File: src/rtl/odd_even_merge_stream_pkg.sv
// Shared definitions for the odd-even merge stream controller:
// controller state encoding and the pad value that sorts to the tail.
package odd_even_merge_stream_pkg;

    // state    | meaning
    // ST_FILL  | collecting input beats into the slot register
    // ST_FIRE  | one-cycle fire pulse to the network
    // ST_WAIT  | waiting for the network result
    // ST_DRAIN | emitting the real elements of the sorted frame
    localparam logic [1:0] ST_FILL  = 2'd0;
    localparam logic [1:0] ST_FIRE  = 2'd1;
    localparam logic [1:0] ST_WAIT  = 2'd2;
    localparam logic [1:0] ST_DRAIN = 2'd3;

    localparam int PAD_MAX_W = 64;

    // Value that loses every comparison in the network's sort direction,
    // so pad slots always end up behind the real elements.
    // Bits above data_width are returned as zero.
    function automatic logic [PAD_MAX_W-1:0] pad_value(
        input int data_width,
        input bit is_signed,
        input bit ascending
    );
        logic [PAD_MAX_W-1:0] p;
        p = '0;
        for (int i = 0; i < PAD_MAX_W; i++) begin
            if (i < data_width) begin
                if (ascending) begin
                    p[i] = !(is_signed && (i == data_width - 1));
                end else begin
                    p[i] = is_signed && (i == data_width - 1);
                end
            end
        end
        return p;
    endfunction

endpackage

File: src/rtl/odd_even_merge_stream_watchdog.sv
// Load/count/expire counter bounding the time spent waiting on the network.
// Loaded on the cycle before WAIT; expired_o rises on the LIMIT-th enabled cycle.
module odd_even_merge_stream_watchdog
    import odd_even_merge_stream_pkg::*;
#(
    parameter int LIMIT = 64
) (
    input  logic clk,
    input  logic rst,
    input  logic load_i,
    input  logic en_i,
    output logic expired_o
);

    localparam int W = $clog2(LIMIT + 1);
    localparam logic [W-1:0] LOAD_VAL = W'(LIMIT - 1);
    localparam logic [W-1:0] ONE      = W'(1);

    logic [W-1:0] cnt_q, cnt_d;

    assign expired_o = en_i && (cnt_q == '0);

    // Next count: reload on entry, otherwise count down while enabled.
    always_comb begin
        cnt_d = cnt_q;
        if (load_i) begin
            cnt_d = LOAD_VAL;
        end else if (en_i && (cnt_q != '0)) begin
            cnt_d = cnt_q - ONE;
        end
    end

    // Counter register.
    always_ff @(posedge clk) begin
        if (rst) begin
            cnt_q <= '0;
        end else begin
            cnt_q <= cnt_d;
        end
    end

endmodule

File: src/rtl/odd_even_merge_stream_ctrl.sv
// Sequencing controller for a pipelined odd-even merge sorting network.
// Collects a frame serially, pads short frames, fires the network once,
// captures the sorted vector and drains only the real elements.
// Optional build macro: ODD_EVEN_MERGE_STREAM_CTRL_TIMEOUT_EN adds the err
// output and a WAIT watchdog of TIMEOUT_CYCLES cycles.
module odd_even_merge_stream_ctrl
    import odd_even_merge_stream_pkg::*;
#(
    parameter int LOG_INPUT      = 4,
    parameter int DATA_WIDTH     = 8,
    parameter int SIGNED         = 0,
    parameter int ASCENDING      = 1,
    parameter int TIMEOUT_CYCLES = 64
) (
    input  logic                                clk,
    input  logic                                rst,
    input  logic [DATA_WIDTH-1:0]               s_data,
    input  logic                                s_valid,
    input  logic                                s_last,
    output logic                                s_ready,
    output logic [DATA_WIDTH*(2**LOG_INPUT)-1:0] net_x,
    output logic                                net_x_valid,
    input  logic [DATA_WIDTH*(2**LOG_INPUT)-1:0] net_y,
    input  logic                                net_y_valid,
    output logic [DATA_WIDTH-1:0]               m_data,
    output logic                                m_valid,
    output logic                                m_last,
    input  logic                                m_ready,
    output logic                                busy
`ifdef ODD_EVEN_MERGE_STREAM_CTRL_TIMEOUT_EN
    , output logic                              err
`endif
);

    localparam int N = 2 ** LOG_INPUT;
    localparam logic [PAD_MAX_W-1:0]  PAD_FULL = pad_value(DATA_WIDTH, SIGNED != 0, ASCENDING != 0);
    localparam logic [DATA_WIDTH-1:0] PAD      = PAD_FULL[DATA_WIDTH-1:0];
    localparam logic [LOG_INPUT-1:0]  CNT_ONE  = LOG_INPUT'(1);
    localparam logic [LOG_INPUT-1:0]  CNT_MAX  = '1;
    localparam logic [LOG_INPUT:0]    LEN_ONE  = (LOG_INPUT + 1)'(1);

    if (LOG_INPUT < 1 || TIMEOUT_CYCLES < 1) begin : g_param_check
        $error("odd_even_merge_stream_ctrl: LOG_INPUT and TIMEOUT_CYCLES must be >= 1");
    end

    logic [1:0]            state_q, state_d;
    logic [LOG_INPUT-1:0]  cnt_q, cnt_d;
    logic [LOG_INPUT-1:0]  idx_q, idx_d;
    logic [LOG_INPUT:0]    len_q, len_d;
    logic [DATA_WIDTH-1:0] x_q [N];
    logic [DATA_WIDTH-1:0] x_d [N];
    logic [DATA_WIDTH-1:0] y_q [N];
    logic [DATA_WIDTH-1:0] y_d [N];
    logic [DATA_WIDTH-1:0] y_in [N];
    logic                  accept;
    logic                  timeout;

    for (genvar k = 0; k < N; k++) begin : g_slots
        assign net_x[DATA_WIDTH*k +: DATA_WIDTH] = x_q[k];
        assign y_in[k] = net_y[DATA_WIDTH*k +: DATA_WIDTH];
    end

`ifdef ODD_EVEN_MERGE_STREAM_CTRL_TIMEOUT_EN
    logic err_q;

    odd_even_merge_stream_watchdog #(
        .LIMIT (TIMEOUT_CYCLES)
    ) u_watchdog (
        .clk       (clk),
        .rst       (rst),
        .load_i    (state_q == ST_FIRE),
        .en_i      (state_q == ST_WAIT),
        .expired_o (timeout)
    );

    // Sticky error flag: a result that arrives on the expiry cycle still wins.
    always_ff @(posedge clk) begin
        if (rst) begin
            err_q <= 1'b0;
        end else if ((state_q == ST_WAIT) && timeout && !net_y_valid) begin
            err_q <= 1'b1;
        end
    end

    assign err = err_q;
`else
    assign timeout = 1'b0;
`endif

    // Gated with rst so no beat is taken during the reset cycle.
    assign s_ready     = (state_q == ST_FILL) && !rst;
    assign accept      = s_valid && s_ready;
    assign net_x_valid = (state_q == ST_FIRE);
    assign busy        = (state_q != ST_FILL);
    assign m_valid     = (state_q == ST_DRAIN);
    assign m_last      = m_valid && (({1'b0, idx_q} + LEN_ONE) == len_q);
    assign m_data      = m_valid ? y_q[idx_q] : '0;

    // Next-state logic for the frame sequencer.
    always_comb begin
        state_d = state_q;
        cnt_d   = cnt_q;
        idx_d   = idx_q;
        len_d   = len_q;
        x_d     = x_q;
        y_d     = y_q;
        case (state_q)
            ST_FILL: begin
                if (accept) begin
                    x_d[cnt_q] = s_data;
                    if ((cnt_q == CNT_MAX) || s_last) begin
                        len_d   = {1'b0, cnt_q} + LEN_ONE;
                        cnt_d   = '0;
                        state_d = ST_FIRE;
                        for (int k = 0; k < N; k++) begin
                            if (k > int'(cnt_q)) begin
                                x_d[k] = PAD;
                            end
                        end
                    end else begin
                        cnt_d = cnt_q + CNT_ONE;
                    end
                end
            end
            ST_FIRE: begin
                state_d = ST_WAIT;
            end
            ST_WAIT: begin
                if (net_y_valid) begin
                    y_d     = y_in;
                    idx_d   = '0;
                    state_d = ST_DRAIN;
                end else if (timeout) begin
                    cnt_d   = '0;
                    state_d = ST_FILL;
                end
            end
            ST_DRAIN: begin
                if (m_ready) begin
                    if (m_last) begin
                        idx_d   = '0;
                        cnt_d   = '0;
                        state_d = ST_FILL;
                    end else begin
                        idx_d = idx_q + CNT_ONE;
                    end
                end
            end
            default: begin
                state_d = ST_FILL;
            end
        endcase
    end

    // State, counters and slot registers.
    always_ff @(posedge clk) begin
        if (rst) begin
            state_q <= ST_FILL;
            cnt_q   <= '0;
            idx_q   <= '0;
            len_q   <= '0;
            for (int k = 0; k < N; k++) begin
                x_q[k] <= '0;
                y_q[k] <= '0;
            end
        end else begin
            state_q <= state_d;
            cnt_q   <= cnt_d;
            idx_q   <= idx_d;
            len_q   <= len_d;
            x_q     <= x_d;
            y_q     <= y_d;
        end
    end

endmodule

File: config.mk
export PLATFORM = sky130hd
export DESIGN_NAME = odd_even_merge_stream_ctrl
export DESIGN_NICKNAME = d
export VERILOG_FILES = /design/src/rtl/odd_even_merge_stream_pkg.sv /design/src/rtl/odd_even_merge_stream_watchdog.sv /design/src/rtl/odd_even_merge_stream_ctrl.sv
export SDC_FILE = /design/constraint.sdc
export NUM_CORES = 1
export LEC_CHECK = 0
export ABC_AREA = 0
export ABC_CLOCK_PERIOD_IN_PS = 2900
export BUFFER_PORTS_ARGS = -buffer_cell sky130_fd_sc_hd__buf_2
export CAP_MARGIN = 25
export CORE_MARGIN = 5
export CORE_UTILIZATION = 53
export CTS_CLUSTER_SIZE = 16
export DETAILED_ROUTE_END_ITERATION = 10
export PLACE_DENSITY = 0.82
export REMOVE_ABC_BUFFERS = 1
export SLEW_MARGIN = 20
export SYNTH_ARGS = -nofsm -noshare
export SYNTH_HDL_FRONTEND = slang
export SYNTH_SLANG_ARGS = --single-unit
File: constraint.sdc
create_clock -name clk -period 2.9 [get_ports clk]
set_input_delay 0.58 -clock clk [delete_from_list [all_inputs] [get_ports clk]]
set_output_delay 0.58 -clock clk [all_outputs]
set_load 0.005 [all_outputs]
======== After elaboration in Yosys (flattened, before gate mapping) ========
Index checks and enable logic that the tools add are counted.
operators by class
  equal/unequal tests ..................... 10
  reductions and logical operators ........ 16
  $lt $le $gt $ge ......................... 18
  mux-type cells .......................... 38
  bitwise gates (word level) .............. 2
  add/sub/neg operators ................... 4
operators by type and width
  operator             count
  $mux 8               19
  $bwmux 128           1
  $mux 120             1
  $bmux 8 s4           1
  $demux 8 s4          1
  $gt 4x4->1 const A   8
  $mux 4               7
  $gt 3x4->1 const A   4
  $pmux 4 s2           2
  $add 4x1->5 const B  2
  $ge 5x5->1 const B   2
  $mux 2               5
  $not 4->5            2
  $add 4x1->4 const B  2
  $gt 2x4->1 const A   2
  $pmux 2 s4           1
  $ne 2x1->1 const B   3
  $reduce_and 3->1     2
  $reduce_bool 2->1    3
  $eq 5x5->1           1
  $lt 5x1->1 const B   1
  $reduce_and 5->1     1
  $eq 2x2->1 const B   2
  $eq 4x4->1 const B   1
  other kinds (9)      14
storage, ports and cells
  input port bits ......................... 142
  register bits after elaboration ......... 271

======== Longest topological paths before layout ========
Gate-level depths: netlist (run 1).
  word-level depth ........................ 8
  depth in mapped cells ................... 9

======== Least setup slack after synthesis (run 1) ========
No wires, ideal clock.
  kind .................................... register to output
  from .................................... register idx_q[2]
  to ...................................... output port m_data[0]
  cell stages (with the launch flop) ...... 6
  path slack .............................. 0.515 ns
  path buffers ............................ 2
  arrival ................................. 1.805 ns
  cells stage by stage .................... dfxtp_1 > buf_2 > buf_1 > mux4_2 > mux4_2 > and2_1
on the way
  cells in the longest elaborated chain, start to end .. 5
RTL lines
  item                                       line                               RTL
  start: declaration                         odd_even_merge_stream_ctrl.sv:48   logic [LOG_INPUT-1:0] idx_q, idx_d;
  start signal: assignment                   odd_even_merge_stream_ctrl.sv:169  idx_q <= idx_d;
  $not 4->5 (not written as such)            odd_even_merge_stream_ctrl.sv:97   assign m_data = m_valid ? y_q[idx_q] : '0;
  $bmux 8 s4                                 odd_even_merge_stream_ctrl.sv:97
  $mux 8 (not written as such) (2 in a row)  odd_even_merge_stream_ctrl.sv:97
  $mux 8                                     odd_even_merge_stream_ctrl.sv:97
  end: declaration                           odd_even_merge_stream_ctrl.sv:25   output logic [DATA_WIDTH-1:0] m_data,
Every way passes these cells. The select of a mux whose other input is x is not followed.

======== Final worst setup path (run 1) ========
  from .................................... register idx_q[0]
  to ...................................... output port m_data[7]
The elaborated chain is that of the path after synthesis.

==> run summary, run 1 <==
outcome: finished with violations
failing checks: setup timing
Layout Area Growth over Synthesis: 22.8%
Die ar.: 0.0242 mm2
RSZ-0062 raised after global routing: yes
Mapped Area: 0.0112 mm2
CTS max path bufs: 3
Worst Max-Slew Pin Slew: 968 ps
Cell Rows: 53
Worst EP arrival: 2410 ps
port buffer count: 282
H-tree levels: 1
area leader, netlist: dfxtp_1
global-route wire length before repair: 50300 um
met1 global-route usage: 0.341
CTS Buf Count: 28
Detailed Route Iter0 Violations: 631
initial antenna violation count: 3
die width: 155 um
CTS sink cnt: 271
Hold Vio Cnt, Final: 0
Max Cap Violations: 0
fillers: 1760
FF-to-FF End: net_x[105]$_SDFFE_PP0P_
Top Ports: 283
worst reg2reg path startpoint: state_q[0]$_SDFFE_PP0P_
CTS tree: done
maximum clock frequency: 334 MHz
layout cells sized above 1: 0.254
Root Buffer: clkbuf_16
Worst Reg-to-Reg Cells: 8
Fin Hold WS: 286 ps
TritonRoute pass-1 iters: 5
leakage power: 5.42 nW
gpl congestion: 0.871
grt met2 use: 0.424
Post-layout nets: 1722
r2r setup slk: 530 ps
share of the synthesized area in the top cell type: 0.484
Critical Path End: m_data[7]
clock skew: 15.7 ps
Slew Limit Headroom: 0.355
min Tclk post-route: 2990 ps
Yosys reg bits: 271
Crit. Startpoint: idx_q[0]$_SDFFE_PP0P_
Syn Area/Cell: 8.41 um2
GR Util met3: 0.0437
total gr overflow: 0
maximum vdd drop: 0.485 mV
Post-Place Setup Slack: 279 ps
Total Wirelength: 32600 um
WL per Instance: 17.5 um
final worst-path cycle share: 1.03
Final WS setup: -93.9 ps
Post-Synthesis Cells: 1334
worst-path fanout max: 6
CP Class: reg2out
Reg clk slew, reported paths: 60 ps
Area contributors post-synth: dfxtp_1 (48%), nand2_1 (16%), a21oi_1 (6.8%)
Req. time, crit path: 2320 ps
Initial Util: 0.535
final setup violation count: 9
most common library cell in the layout ignoring fill and taps: nand2_1
Setup crit end kind: primary output
Distinct cells, synth: 45
Slew Viols, Final: 0
ANT cells: 0
Vias per Instance: 5.67
vias in the first global route: 9751
vias after detailed routing: 10579
GRT Util Overall: 0.252
Startpoint Class: flip-flop
Synth warnings: 0
number of remaining DRC errors: 0
Hold-fix buffers, CTS: 0
Power Density: 674 mW/mm2
Most Used Layer, Global Route: met2
register area share after synthesis: 0.484
CORE AREA: 0.0210 mm2
largest net degree at the start of global routing: 92
most frequent cells in the layout: nand2_1 (492), buf_2 (280), dfxtp_1 (269), a21oi_1 (153), a31oi_1 (104)
Die Y: 155 um
post-detail-place hpwl: 21900 um
Worst-Skew Late Latency: 530 ps
antenna-violating nets left: 0
Power Total: 9.29 mW
Hold Crit Class: in2reg
-- flip-flops by register name (all words and copies together), names as in the netlist --
| signal | cells |
|---|---|
| y_q | 128 |
| len_q | 5 |
| cnt_q | 4 |
| net_x | 128 |
| idx_q | 4 |
| state_q | 2 |
-- worst max-delay path, cell delays in order (launching register included) --
cell and delay (ps):
dfxtp_4 420, buf_12 150, mux4_1 560, mux4_2 470
and2_4 170, buf_2 120
-- layer usage --
metal  vias up  share of wire
met4         6          0.024
met5         -         0.0010
li1       5041              -
met2       549           0.48
met1      4912           0.40
met3        71          0.091
-- how the worst min path moves through the flow --
| stage | endpoint | startpoint | cells past startpoint |
|---|---|---|---|
| final | y_q[38]$_SDFFE_PP0P_ | net_y[94] | 3 |
| after global routing | y_q[55]$_SDFFE_PP0P_ | net_y[79] | 3 |
| after CTS | y_q[38]$_SDFFE_PP0P_ | net_y[94] | 3 |
| after detailed placement | y_q[55]$_SDFFE_PP0P_ | y_q[55]$_SDFFE_PP0P_ | 2 |
| after global placement | y_q[49]$_SDFFE_PP0P_ | y_q[49]$_SDFFE_PP0P_ | 2 |
| after floorplan | y_q[100]$_SDFFE_PP0P_ | y_q[100]$_SDFFE_PP0P_ | 2 |
-- cell type report --
cell class	instances	area (um2)	share of cell area
Inverter	10	37.5	0.00273
Tap cell	275	344	0.0250
Multi-Input combinational cell	953	5300	0.385
Clock buffer	37	826	0.0600
Clock inverter	13	150	0.0109
Timing Repair Buffer	306	1690	0.122
Sequential cell	271	5430	0.394
-- power by group --
part | internal [mW] | switching [mW] | total (mW)
clock network | 2.26 | 1.47 | 3.73
logic | 0.551 | 0.763 | 1.31
registers | 4.05 | 0.193 | 4.24
total | 6.86 | 2.43 | 9.29
-- synth_stat cells --
| master | number |
|---|---|
| inv_1 | 9 |
| or2_2 | 1 |
| o21ai_1 | 6 |
| a31oi_1 | 104 |
| o211ai_1 | 3 |
| or3_1 | 2 |
| nor3_1 | 6 |
| and4_1 | 1 |
| o22ai_1 | 1 |
| a21oi_1 | 153 |
| nand3_1 | 25 |
| a221oi_2 | 1 |
| a2bb2oi_1 | 1 |
| nand2_1 | 493 |
| dfxtp_1 | 271 |
| o21ai_0 | 12 |
| mux4_1 | 23 |
| o32ai_1 | 2 |
| nand4_1 | 3 |
| nand2b_1 | 3 |
| a2111oi_1 | 1 |
| o311ai_1 | 1 |
| mux4_2 | 17 |
| ha_1 | 10 |
| clkinv_1 | 1 |
| buf_1 | 17 |
| o2111ai_1 | 1 |
| buf_8 | 2 |
| a22oi_1 | 1 |
| buf_12 | 1 |
| nor2_1 | 34 |
| nor2b_1 | 2 |
| a211oi_1 | 3 |
| clkbuf_1 | 72 |
| and2_1 | 11 |
| xor2_1 | 1 |
| mux2i_1 | 19 |
| buf_6 | 1 |
| buf_2 | 7 |
| and3_1 | 3 |
| xnor2_1 | 5 |
| and3b_1 | 1 |
| a311oi_2 | 1 |
| nor4_1 | 1 |
| nor3b_1 | 1 |
-- through the flow --
| step | TNS, ps | util | instance area, um2 | cells |
|---|---|---|---|---|
| 5_1_grt | -1320 | 0.657 | 13800 | 1865 |
| 3_3_place_gp | 0 | 0.608 | 12700 | 1809 |
| 2_1_floorplan | -30360 | - | 10800 | 1234 |
| 4_1_cts | -1140 | 0.658 | 13800 | 1863 |
| 3_5_place_dp | 0 | 0.608 | 12700 | 1809 |
| 6_report | -657 | 0.657 | 13800 | 1865 |
-- repair_timing --
| item | in CTS | in global routing |
|---|---|---|
| cloned | 2 | 1 |
| resized for setup | 17 | 21 |
| endpoints found under the setup margin | 9 | 9 |
| pin swaps | 0 | 2 |
| setup buffers | 2 | 3 |
-- kinds of logic after synthesis --
kind of cell,share of synthesized area
and+or+nand+nor,0.207
AOI/OAI and AO/OA,0.147
DFF,0.484
buffers and inverters,0.0417
muxes,0.105
adders and majority gates,0.0112
xor gates and xnor gates,0.00468
Power figures use the tool's default switching activity.
==> run 2, diff against run 1 <==
RECOVER_POWER = 25   (was default)
==> run summary, run 2 (synthesized netlist as in run 1, its figures left out) <==
Vias per Instance: 5.68 (was 5.67)
Switching Share: 0.262 (was 0.261)
global-route wire length before repair: 50300 um (unchanged)
Max Cap Violations: 0 (unchanged)
Final WS setup: -94.8 ps (was -93.9 ps)
CTS tree: done (unchanged)
CP bufs+invs: 2 (unchanged)
Hold Crit Class: in2reg (unchanged)
CP Class: reg2out (unchanged)
WL per Instance: 17.5 um (about the same)
Slew Limit Headroom: 0.359 (was 0.355)
FF-to-FF End: net_x[105]$_SDFFE_PP0P_ (unchanged)
total gr overflow: 0 (unchanged)
r2r setup slk: 520 ps (was 530 ps)
final setup violation count: 9 (unchanged)
Die Y: 155 um (unchanged)
final cell utilization of the core: 0.655 (was 0.657)
maximum vdd drop: 0.485 mV (about the same)
maximum clock frequency: 334 MHz (about the same)
most common library cell in the layout ignoring fill and taps: nand2_1 (unchanged)
Clk network pwr share: 0.403 (was 0.402)
Power Density: 676 mW/mm2 (was 674 mW/mm2)
clock skew: 14.3 ps (was 15.7 ps)
post-detail-place hpwl: 21900 um (unchanged)
fillers: 1782 (was 1760)
layout cells sized above 1: 0.231 (was 0.254)
CTS max path bufs: 3 (unchanged)
Slowest-stage cell, CP: mux4_1 (unchanged)
GRT Util Overall: 0.252 (unchanged)
worst hold stages: 3 (unchanged)
Worst EP arrival: 2410 ps (about the same)
worst reg2reg path startpoint: state_q[0]$_SDFFE_PP0P_ (unchanged)
P_sw: 2.43 mW (about the same)
worst-path cell chain: buf_12 -> mux4_1 -> mux4_2 -> and2_4 -> buf_2 (unchanged)
Root Buffer: clkbuf_16 (unchanged)
Die ar.: 0.0242 mm2 (unchanged)
most frequent cells in the layout: nand2_1 (492), dfxtp_1 (269), buf_2 (244), a21oi_1 (153), a31oi_1 (104) (was nand2_1 (492), buf_2 (280), dfxtp_1 (269), a21oi_1 (153), a31oi_1 (104))
Reg clk slew, reported paths: 60 ps (about the same)
Crit. Startpoint: idx_q[0]$_SDFFE_PP0P_ (unchanged)
final worst-path cycle share: 1.03 (about the same)
outcome: finished with violations (unchanged)
Seq pwr share: 0.457 (was 0.456)
Comb power frac: 0.140 (was 0.141)
Top Ports: 283 (unchanged)
min Tclk post-route: 2990 ps (about the same)
Hold EP: y_q[76]$_SDFFE_PP0P_ (was y_q[38]$_SDFFE_PP0P_)
largest net degree at the start of global routing: 92 (unchanged)
vias after detailed routing: 10598 (was 10579)
CORE AREA: 0.0210 mm2 (unchanged)
Hold Vio Cnt, Final: 0 (unchanged)
ANT cells: 0 (unchanged)
H-tree levels: 1 (unchanged)
Initial Util: 0.535 (unchanged)
CTS sink cnt: 271 (unchanged)
vias in the first global route: 9751 (unchanged)
antenna-violating nets left: 0 (unchanged)
Post-layout nets: 1722 (unchanged)
hold_sp: net_y[52] (was net_y[94])
failing checks: setup timing (unchanged)
Worst-Skew Late Latency: 530 ps (about the same)
Req. time, crit path: 2320 ps (about the same)
gpl congestion: 0.871 (unchanged)
initial antenna violation count: 3 (unchanged)
Hold-fix buffers, CTS: 0 (unchanged)
Setup crit end kind: primary output (unchanged)
Total Wirelength: 32700 um (was 32600 um)
leakage power: 5.28 nW (was 5.42 nW)
Detailed Route Iter0 Violations: 641 (was 631)
Slew Viols, Final: 0 (unchanged)
TritonRoute pass-1 iters: 5 (unchanged)
RSZ-0062 raised after global routing: yes (unchanged)
setup TNS: -665 ps (was -657 ps)
Layout Area Growth over Synthesis: 22.4% (was 22.8%)
Startpoint Class: flip-flop (unchanged)
Cell Rows: 53 (unchanged)
Critical Path Max Stage Delay: 550 ps (was 560 ps)
worst-path fanout max: 6 (unchanged)
Worst Max-Slew Pin Slew: 962 ps (was 968 ps)
Crit path max-delay family: multiplexers (unchanged)
port buffer count: 282 (unchanged)
Worst Reg-to-Reg Cells: 8 (unchanged)
die width: 155 um (unchanged)
Int Power: 6.85 mW (was 6.86 mW)
CTS Buf Count: 28 (unchanged)
number of remaining DRC errors: 0 (unchanged)
Power Total: 9.28 mW (was 9.29 mW)
[run 2: cell types whose count changed in the layout (fill, tap and decap cells not counted), sizes merged]
cell,delta
buf,-36
clkbuf,+36
[run 2: power groups by stage]
stage               registers [mW]  clock network [mW]  logic, mW
finish                        4.24                3.74       1.30
global route                  4.27                3.95       1.44
floorplan                     4.28                   0      0.683
CTS                           4.23                3.79       1.31
global placement              4.30                   0       1.26
detailed placement            4.31                   0       1.30
[run 2: timing repair]
action / 4_1_cts / 5_1_grt
resized for setup: 17 / 21
endpoints found under the setup margin: 9 / 9
pin swaps: 0 / 2
setup buffers: 2 / 3
cloned: 2 / 1
[run 2: worst max path at each step]
stage                end  slack, ps  cells past startpoint
3_5_place_dp      m_last        280                      7
5_1_grt           m_last       -170                      7
4_1_cts        m_data[7]       -150                      6
2_1_floorplan  m_data[0]       -260                      3
6_report       m_data[2]        -90                      5
3_3_place_gp   m_data[0]        420                      5
[run 2: tightest hold or removal path: cells and delay by family]
family | cells | cell delay [ps]
simple gates | 1 | 50
compound gates | 1 | 50
buf+inv | 1 | 90
[run 2: cell type report]
| type | instances | area, um2 | share of cell area |
|---|---|---|---|
| Sequential cell | 271 | 5430 | 0.396 |
| Multi-Input combinational cell | 953 | 5300 | 0.386 |
| Clock inverter | 13 | 150 | 0.0109 |
| Inverter | 10 | 37.5 | 0.00273 |
| Tap cell | 275 | 344 | 0.0251 |
| Timing Repair Buffer | 306 | 1640 | 0.119 |
| Clock buffer | 37 | 826 | 0.0602 |
[run 2: metrics by stage]
stage          cells  worst slack, ps  hold WS, ps  area [um2]
2_1_floorplan   1234             -263          425       10800
3_3_place_gp    1809              419          438       12700
4_1_cts         1863             -153          270       13800
3_5_place_dp    1809              279          445       12700
6_report        1865            -94.8          286       13700
5_1_grt         1865             -170          269       13700
[run 2: layer usage]
metal	share of wire	track usage
met5	0.0010	0
met4	0.024	0.0625
met3	0.092	0.0437
met2	0.48	0.424
met1	0.40	0.341
